$ cat config.mk
export PLATFORM = sky130hd
export DESIGN_NAME = uart_link
export DESIGN_NICKNAME = d
export VERILOG_FILES = /design/src/rtl/uart_link_pkg.sv /design/src/rtl/uart_link_fifo.sv /design/src/rtl/uart_link.sv
export SDC_FILE = /design/constraint.sdc
export NUM_CORES = 1
export LEC_CHECK = 0
export CAP_MARGIN = 20
export CORE_MARGIN = 10
export CORE_UTILIZATION = 58
export CTS_CLUSTER_DIAMETER = 100
export DETAILED_ROUTE_END_ITERATION = 16
export GPL_TIMING_DRIVEN = 1
export PLACE_DENSITY = 0.85
export SYNTH_ARGS = -nofsm -noshare
export SYNTH_HDL_FRONTEND = slang
export SYNTH_SLANG_ARGS = --single-unit
$ cat constraint.sdc
create_clock -name clk_auto -period 6.8 [get_ports clk_auto]
set_input_delay 1.36 -clock clk_auto [delete_from_list [all_inputs] [get_ports clk_auto]]
set_output_delay 1.36 -clock clk_auto [all_outputs]
set_load 0.02 [all_outputs]
$ cat src/rtl/uart_link_pkg.sv
// Shared state encodings and divider helpers for the uart_link endpoint.
package uart_link_pkg;

   typedef enum logic [1:0] {TX_IDLE, TX_START, TX_DATA, TX_STOP} tx_state_e;
   typedef enum logic [1:0] {RX_IDLE, RX_START, RX_DATA, RX_STOP} rx_state_e;

   function automatic int baud_div(input int clk_hz, input int baud);
      return clk_hz / baud;
   endfunction

   // CNT_W = $clog2(DIV); DIV depends on the instance parameters, so the width is derived here.
   function automatic int cnt_w(input int div);
      return $clog2(div);
   endfunction

endpackage

$ cat src/rtl/uart_link_fifo.sv
// Synchronous FIFO with registered full/empty/count; a push while full is accepted
// only when a pop happens in the same cycle, and a pop while empty is ignored.
module uart_link_fifo #(
   parameter int WIDTH = 8,
   parameter int DEPTH = 16
) (
   input  logic                     clk,
   input  logic                     rst_n,
   input  logic                     push,
   input  logic                     pop,
   input  logic [WIDTH-1:0]         din,
   output logic [WIDTH-1:0]         dout,
   output logic                     full,
   output logic                     empty,
   output logic [$clog2(DEPTH):0]   count
);
   localparam int PTR_W = $clog2(DEPTH);

   logic [PTR_W-1:0] wr_ptr_q, wr_ptr_d, rd_ptr_q, rd_ptr_d;
   logic [PTR_W:0]   count_q, count_d;
   logic             full_q, full_d, empty_q, empty_d;
   logic [WIDTH-1:0] mem_q [DEPTH];
   logic [WIDTH-1:0] mem_d [DEPTH];
   logic             do_push, do_pop;

   always_comb begin
      do_pop   = pop & ~empty_q;
      do_push  = push & (~full_q | do_pop);
      mem_d    = mem_q;
      if (do_push) mem_d[wr_ptr_q] = din;
      wr_ptr_d = wr_ptr_q + PTR_W'(do_push);
      rd_ptr_d = rd_ptr_q + PTR_W'(do_pop);
      count_d  = count_q + (PTR_W+1)'(do_push) - (PTR_W+1)'(do_pop);
      full_d   = (count_d == (PTR_W+1)'(DEPTH));
      empty_d  = (count_d == '0);
   end

   always_ff @(posedge clk or negedge rst_n) begin
      if (!rst_n) begin
         wr_ptr_q <= '0;
         rd_ptr_q <= '0;
         count_q  <= '0;
         full_q   <= 1'b0;
         empty_q  <= 1'b1;
      end else begin
         wr_ptr_q <= wr_ptr_d;
         rd_ptr_q <= rd_ptr_d;
         count_q  <= count_d;
         full_q   <= full_d;
         empty_q  <= empty_d;
      end
   end

   always_ff @(posedge clk) begin
      mem_q <= mem_d;
   end

   assign dout  = empty_q ? '0 : mem_q[rd_ptr_q];
   assign full  = full_q;
   assign empty = empty_q;
   assign count = count_q;

endmodule

$ cat src/rtl/uart_link.sv
// Full-duplex UART endpoint: baud timing, TX/RX FSMs and two FIFOs.
// Define UART_LINK_ECHO_EN to loop every well-framed received character back into the TX FIFO.
module uart_link #(
   parameter int DATA_WIDTH = 8,
   parameter int CLK_HZ     = 50_000_000,
   parameter int BAUD       = 115200,
   parameter int FIFO_DEPTH = 16
) (
   input  logic                  clk_auto,
   input  logic                  reset_n,
   input  logic                  send,
   input  logic [DATA_WIDTH-1:0] tx_data,
   output logic                  tx_full,
   output logic                  tx_overflow,
   output logic [DATA_WIDTH-1:0] rx_data,
   output logic                  rx_valid,
   input  logic                  rx_ack,
   output logic                  rx_overrun,
   output logic                  frame_err,
   input  logic                  clr_err,
   input  logic                  UART_RX,
   output logic                  UART_TX
);
   import uart_link_pkg::*;

   localparam int DIV   = baud_div(CLK_HZ, BAUD);
   localparam int CNT_W = cnt_w(DIV);
   localparam int BIT_W = $clog2(DATA_WIDTH);
   localparam int FC_W  = $clog2(FIFO_DEPTH) + 1;
   localparam logic [CNT_W-1:0] CNT_LAST = CNT_W'(DIV - 1);
   localparam logic [CNT_W-1:0] CNT_HALF = CNT_W'(DIV / 2 - 1);
   localparam logic [BIT_W-1:0] BIT_LAST = BIT_W'(DATA_WIDTH - 1);

   tx_state_e             tx_state_q, tx_state_d;
   rx_state_e             rx_state_q, rx_state_d;
   logic [CNT_W-1:0]      tx_cnt_q, tx_cnt_d, rx_cnt_q, rx_cnt_d;
   logic [BIT_W-1:0]      tx_bit_q, tx_bit_d, rx_bit_q, rx_bit_d;
   logic [DATA_WIDTH-1:0] tx_sh_q, tx_sh_d, rx_sh_q, rx_sh_d;
   logic                  uart_tx_q, uart_tx_d;
   logic                  send_dly_q, rx_s1_q, rx_s2_q, rx_prev_q;
   logic                  tx_overflow_q, tx_overflow_d, rx_overrun_q, rx_overrun_d;
   logic                  frame_err_q, frame_err_d;

   logic                  host_push, tx_push, tx_pop, tx_empty, echo_drop;
   logic [DATA_WIDTH-1:0] tx_din, tx_fifo_dout;
   logic [FC_W-1:0]       tx_count, rx_count;
   logic                  rx_push, rx_ferr, rx_pop, rx_full, rx_empty;
`ifdef UART_LINK_ECHO_EN
   logic                  pend_q, pend_d;
   logic [DATA_WIDTH-1:0] pend_data_q, pend_data_d;
`endif

   assign host_push = send & ~send_dly_q;
   assign rx_pop    = rx_ack & ~rx_empty;

   // Host push always wins the TX FIFO write port; a colliding echo waits one slot.
   always_comb begin
      tx_push   = host_push;
      tx_din    = tx_data;
      echo_drop = 1'b0;
`ifdef UART_LINK_ECHO_EN
      pend_d      = pend_q;
      pend_data_d = pend_data_q;
      if (host_push) begin
         if (rx_push) begin
            if (pend_q) echo_drop = 1'b1;
            else begin
               pend_d      = 1'b1;
               pend_data_d = rx_sh_q;
            end
         end
      end else if (pend_q) begin
         tx_push = 1'b1;
         tx_din  = pend_data_q;
         pend_d  = rx_push;
         if (rx_push) pend_data_d = rx_sh_q;
      end else if (rx_push) begin
         tx_push = 1'b1;
         tx_din  = rx_sh_q;
      end
`endif
   end

   always_comb begin
      tx_state_d = tx_state_q;
      tx_cnt_d   = tx_cnt_q;
      tx_bit_d   = tx_bit_q;
      tx_sh_d    = tx_sh_q;
      uart_tx_d  = uart_tx_q;
      tx_pop     = 1'b0;
      case (tx_state_q)
         TX_IDLE: begin
            uart_tx_d = 1'b1;
            if (!tx_empty) begin
               tx_pop     = 1'b1;
               tx_sh_d    = tx_fifo_dout;
               tx_cnt_d   = '0;
               uart_tx_d  = 1'b0;
               tx_state_d = TX_START;
            end
         end
         TX_START: begin
            if (tx_cnt_q == CNT_LAST) begin
               tx_cnt_d   = '0;
               tx_bit_d   = '0;
               uart_tx_d  = tx_sh_q[0];
               tx_state_d = TX_DATA;
            end else tx_cnt_d = tx_cnt_q + CNT_W'(1);
         end
         TX_DATA: begin
            if (tx_cnt_q == CNT_LAST) begin
               tx_cnt_d = '0;
               if (tx_bit_q == BIT_LAST) begin
                  uart_tx_d  = 1'b1;
                  tx_state_d = TX_STOP;
               end else begin
                  tx_bit_d  = tx_bit_q + BIT_W'(1);
                  tx_sh_d   = tx_sh_q >> 1;
                  uart_tx_d = tx_sh_q[1];
               end
            end else tx_cnt_d = tx_cnt_q + CNT_W'(1);
         end
         TX_STOP: begin
            if (tx_cnt_q == CNT_LAST) begin
               tx_cnt_d   = '0;
               tx_state_d = TX_IDLE;
            end else tx_cnt_d = tx_cnt_q + CNT_W'(1);
         end
         default: tx_state_d = TX_IDLE;
      endcase
   end

   // Start bit is qualified at mid-bit; every later sample lands DIV clocks apart.
   always_comb begin
      rx_state_d = rx_state_q;
      rx_cnt_d   = rx_cnt_q;
      rx_bit_d   = rx_bit_q;
      rx_sh_d    = rx_sh_q;
      rx_push    = 1'b0;
      rx_ferr    = 1'b0;
      case (rx_state_q)
         RX_IDLE: begin
            if (!rx_s2_q && rx_prev_q) begin
               rx_cnt_d   = '0;
               rx_state_d = RX_START;
            end
         end
         RX_START: begin
            if (rx_cnt_q == CNT_HALF) begin
               rx_cnt_d   = '0;
               rx_bit_d   = '0;
               rx_state_d = rx_s2_q ? RX_IDLE : RX_DATA;
            end else rx_cnt_d = rx_cnt_q + CNT_W'(1);
         end
         RX_DATA: begin
            if (rx_cnt_q == CNT_LAST) begin
               rx_cnt_d = '0;
               rx_sh_d  = {rx_s2_q, rx_sh_q[DATA_WIDTH-1:1]};
               if (rx_bit_q == BIT_LAST) rx_state_d = RX_STOP;
               else rx_bit_d = rx_bit_q + BIT_W'(1);
            end else rx_cnt_d = rx_cnt_q + CNT_W'(1);
         end
         RX_STOP: begin
            if (rx_cnt_q == CNT_LAST) begin
               rx_cnt_d   = '0;
               rx_state_d = RX_IDLE;
               rx_push    = rx_s2_q;
               rx_ferr    = ~rx_s2_q;
            end else rx_cnt_d = rx_cnt_q + CNT_W'(1);
         end
         default: rx_state_d = RX_IDLE;
      endcase
   end

   always_comb begin
      tx_overflow_d = (tx_overflow_q & ~clr_err) | echo_drop |
                      (tx_push & ~tx_pop & (tx_count == FC_W'(FIFO_DEPTH)));
      rx_overrun_d  = (rx_overrun_q & ~clr_err) | (rx_push & rx_full & ~rx_pop);
      frame_err_d   = (frame_err_q & ~clr_err) | rx_ferr;
   end

   always_ff @(posedge clk_auto or negedge reset_n) begin
      if (!reset_n) begin
         tx_state_q    <= TX_IDLE;
         rx_state_q    <= RX_IDLE;
         tx_cnt_q      <= '0;
         rx_cnt_q      <= '0;
         tx_bit_q      <= '0;
         rx_bit_q      <= '0;
         uart_tx_q     <= 1'b1;
         send_dly_q    <= 1'b0;
         rx_s1_q       <= 1'b1;
         rx_s2_q       <= 1'b1;
         rx_prev_q     <= 1'b1;
         tx_overflow_q <= 1'b0;
         rx_overrun_q  <= 1'b0;
         frame_err_q   <= 1'b0;
`ifdef UART_LINK_ECHO_EN
         pend_q        <= 1'b0;
`endif
      end else begin
         tx_state_q    <= tx_state_d;
         rx_state_q    <= rx_state_d;
         tx_cnt_q      <= tx_cnt_d;
         rx_cnt_q      <= rx_cnt_d;
         tx_bit_q      <= tx_bit_d;
         rx_bit_q      <= rx_bit_d;
         uart_tx_q     <= uart_tx_d;
         send_dly_q    <= send;
         rx_s1_q       <= UART_RX;
         rx_s2_q       <= rx_s1_q;
         rx_prev_q     <= rx_s2_q;
         tx_overflow_q <= tx_overflow_d;
         rx_overrun_q  <= rx_overrun_d;
         frame_err_q   <= frame_err_d;
`ifdef UART_LINK_ECHO_EN
         pend_q        <= pend_d;
`endif
      end
   end

   always_ff @(posedge clk_auto) begin
      tx_sh_q <= tx_sh_d;
      rx_sh_q <= rx_sh_d;
`ifdef UART_LINK_ECHO_EN
      pend_data_q <= pend_data_d;
`endif
   end

   uart_link_fifo #(.WIDTH(DATA_WIDTH), .DEPTH(FIFO_DEPTH)) u_tx_fifo (
      .clk(clk_auto), .rst_n(reset_n), .push(tx_push), .pop(tx_pop), .din(tx_din),
      .dout(tx_fifo_dout), .full(tx_full), .empty(tx_empty), .count(tx_count)
   );

   uart_link_fifo #(.WIDTH(DATA_WIDTH), .DEPTH(FIFO_DEPTH)) u_rx_fifo (
      .clk(clk_auto), .rst_n(reset_n), .push(rx_push), .pop(rx_pop), .din(rx_sh_q),
      .dout(rx_data), .full(rx_full), .empty(rx_empty), .count(rx_count)
   );

   assign rx_valid    = (rx_count != '0);
   assign tx_overflow = tx_overflow_q;
   assign rx_overrun  = rx_overrun_q;
   assign frame_err   = frame_err_q;
   assign UART_TX     = uart_tx_q;

endmodule
==> reports/qor.yml <==
detailed_routing:
  viasPerCell: 6.061
  num_vias: 7309
  drtIter0Drc: 702
  drc: 0
  drt-total-wl_um: 26990
  drtPass1Iterations: 5
  antenna_left: 0
  wl_per_cell_um: 22.38
grt:
  grt_use_met3_pct: 3.212
  grt_max_degree: 67
  antenna_found_initial: 0
  grt_pass1_vias: 7522
  grt_usage_pct: 17.71
  busiest_layer: "met2"
  grt.overflow.total: 0
  grt_pass1_wl_um: 42900
  met1_usage_pct: 23.62
  grt.met2_usage_pct: 29.53
placed_design:
  gp_congestion: 0.8205
  hpwlAfterDp_um: 16810
  port_buffers: 27
  place_ws_ns: 2.699
clock_tree:
  holdBufCountCts: 0
  cts-root-buf: "clkbuf_16"
  cts_tree: "yes"
  clockBufferDepth: 3
  post_cts_resize_count: 0
  h-tree-depth: 2
  clkLatencyLatePin_ns: 0.52
  post-cts-setup-buffer-count: 0
  cts_inserted_buffers: 35
  clkTransAtPathRegs_ns: 0.06
  cts.sinks: 338
floorplanning:
  io_pins: 28
  coreArea_um2: 23610
  die_y_um: 175.2
  die_w_um: 175.2
  dieArea_um2: 30700
  row_count: 56
  initial_core_util_pct: 59.18
yosys:
  synth_area_leader_cell: "edfxtp_1"
  synth-compound-area-share_pct: 4.871
  synth_cell_types: 60
  yosysSeqAreaShare_pct: 70.32
  synth_ff_type: "edfxtp_1"
  synthAdderAreaFrac_pct: 3.331
  synth_top_area_share_pct: 58.45
  syn_area_um2: 13970
  ys_top_cells_by_area: "edfxtp_1 (58%), dfrtp_1 (11%), mux4_2 (7.3%), ha_1 (3.0%), mux2i_1 (2.9%)"
  ys_ff_latch: 338
  synth_top_family_by_area: "multiplexers"
  yosysWarnings: 0
  synth_xor_area_share_pct: 1.441
  postSynthCellCount: 816
  async_flop_share_pct: 19.53
  synth_edf_count: 272
  synth_simple_gate_area_share_pct: 6.160
  synth.area.mux_share_pct: 11.96
  syn_area_per_cell_um2: 17.13
  synth_nets: 866
worst_setup_path:
  regToRegSetupSlack_ns: 3.85
  timing.rr.start: "rx_cnt_q[1]"
  crit_arrival_ns: 2.89
  cp_slowest_cell: "dfrtp_2"
  r2r_cells: 6
  slowest_delay_ns: 0.63
  critical_path_required_ns: 5.44
  crit_type: "reg2out"
  r2r_end: "u_rx_fifo.mem_q[72]"
  startpoint: "u_rx_fifo.rd_ptr_q[0]"
  worstSetupEndpoint: "rx_data[1]"
  endpoint_kind: "output port"
  cp_cell_sequence: "buf_12 -> mux4_2 -> mux2i_1 -> o22ai_1 -> clkdlybuf4s50_1"
  start_kind: "register"
  worstPathMaxFanout: 21
sta:
  rsz0062_at_grt: "no"
  fin_ws_ns: 2.554
  worst_pin_slew_ns: 1.114
  setup_violations: 0
  relSlewSlack_pct: 25.46
  report.final.slew_viol_count: 0
  min_period_ns: 4.246
  fin_setup_tns_ns: 0
  skew_ns: 0.03002
  hold_viol: 0
  max_freq_mhz: 235.5
  finalCritPeriodShare_pct: 62.44
run:
  max-cap-violations: 0
cells_and_area:
  syn_to_final_growth_pct: 12.70
  utilization_pct: 66.70
  drive_above_1_share_pct: 14.88
  fin_nets: 910
  antenna_cells: 0
power_and_ir_drop:
  p_leak_nw: 5.661
  power_density_nw_per_um2: 353.5
  peakVddDrop_v: 0.0003735
worst_hold_path:
  holdCritPathClass: "reg2reg"
  whs_path_depth: 0
status:
  status: "finished, final reports clean"
[cells by family after synthesis]
family          Yosys count
simple gates            161
compound gates           99
fa+ha+maj                36
buf+inv                  59
flops                   338
xor+xnor                 23
mux                     100
[state kept, by name, indices dropped and copies added, names as in the netlist, 3 cells and up, named ones only]
signal / flops
rx_bit_q: 3
rx_cnt_q: 9
rx_sh_q: 8
tx_bit_q: 3
tx_cnt_q: 9
tx_sh_q: 8
u_rx_fifo.count: 5
u_rx_fifo.mem_q: 128
u_rx_fifo.rd_ptr_q: 4
u_rx_fifo.wr_ptr_q: 4
u_tx_fifo.count: 5
u_tx_fifo.mem_q: 128
u_tx_fifo.rd_ptr_q: 4
u_tx_fifo.wr_ptr_q: 4
[synth_stat cells, drive strengths merged (2+ instances only)]
cell / instances
a211oi: 6
a21o: 3
a21oi: 10
a22o: 6
and2: 4
and3: 2
buf: 16
clkbuf: 15
dfrtp: 60
dfstp: 6
edfxtp: 272
fa: 2
ha: 34
inv: 28
mux2: 8
mux2i: 41
mux4: 51
nand2: 29
nand2b: 11
nand3: 16
nand3b: 4
nand4: 5
nand4b: 2
nand4bb: 2
nor2: 41
nor2b: 15
nor3: 14
nor3b: 4
nor4: 3
o211ai: 4
o21a: 4
o21ai: 18
o21bai: 3
o22ai: 26
o31ai: 7
o32ai: 3
or2: 3
or3: 2
xnor2: 7
xor2: 16
[layout by cell type, fill, tap and decap left out, types with 7 or more instances in the layout]
cell,Yosys,routed
o22ai_1,26,26
mux2_2,8,8
nand2b_1,11,11
clkbuf_16,0,36
xnor2_1,7,7
a21oi_1,10,10
nor2_1,41,41
inv_1,28,28
mux2i_1,41,41
ha_1,34,34
nor3_1,14,13
o21ai_0,15,15
nor2b_1,15,15
clkbuf_1,15,9
nand3_1,16,16
edfxtp_1,272,272
dfrtp_1,60,58
mux4_2,45,45
clkdlybuf4s50_1,0,26
xor2_1,16,16
nand2_1,29,29
o31ai_1,7,7
[layer usage]
metal	share of wire [%]	vias up
met2	51	256
li1	-	3292
met3	5.9	33
met4	1.5	0
met1	41	3728
met5	0	-
[stage by stage]
stage / cell area [um2] / cells / hold slack, ns / total power, mW
6_report: 15750 / 1206 / 0.3604 / 5.567
5_1_grt: 15750 / 1206 / 0.3655 / 5.799
4_1_cts: 15710 / 1202 / 0.3620 / 5.586
3_5_place_dp: 14530 / 1138 / 0.3544 / 3.657
3_3_place_gp: 14530 / 1137 / 0.3465 / 3.601
2_1_floorplan: 13970 / 816 / 0.3452 / 3.309
[worst min-delay path by stage]
stage | from | endpoint | slack [ns]
2_1_floorplan | rx_s1_q | rx_s2_q | 0.35
3_3_place_gp | rx_s1_q | rx_s2_q | 0.35
3_5_place_dp | rx_s1_q | rx_s2_q | 0.35
4_1_cts | rx_s1_q | rx_s2_q | 0.36
5_1_grt | rx_s1_q | rx_s2_q | 0.37
6_report | rx_s1_q | rx_s2_q | 0.36
[layout make-up]
type / instances / area, um2
Clock inverter: 18 / 226.5
Sequential cell: 338 / 9829
Inverter: 28 / 105.1
Clock buffer: 46 / 948.4
Timing Repair Buffer: 38 / 355.3
Tap cell: 319 / 399.1
Multi-Input combinational cell: 419 / 3885
Fill cell: 1529 / 7864
[report_power, final]
part | internal [mW] | leakage (nW) | switching (mW)
Combinational | 0.538 | 1.82 | 0.572
Clock | 1.18 | 0.573 | 0.758
Sequential | 2.37 | 3.26 | 0.153
[critical path: cells and delay by family, from the launching register on]
| family | cells | cell delay (ns) |
|---|---|---|
| compound gates | 1 | 0.13 |
| buf+inv | 2 | 0.83 |
| flops | 1 | 0.63 |
| mux | 2 | 0.74 |
No activity file was read; power rests on OpenSTA's default activity.
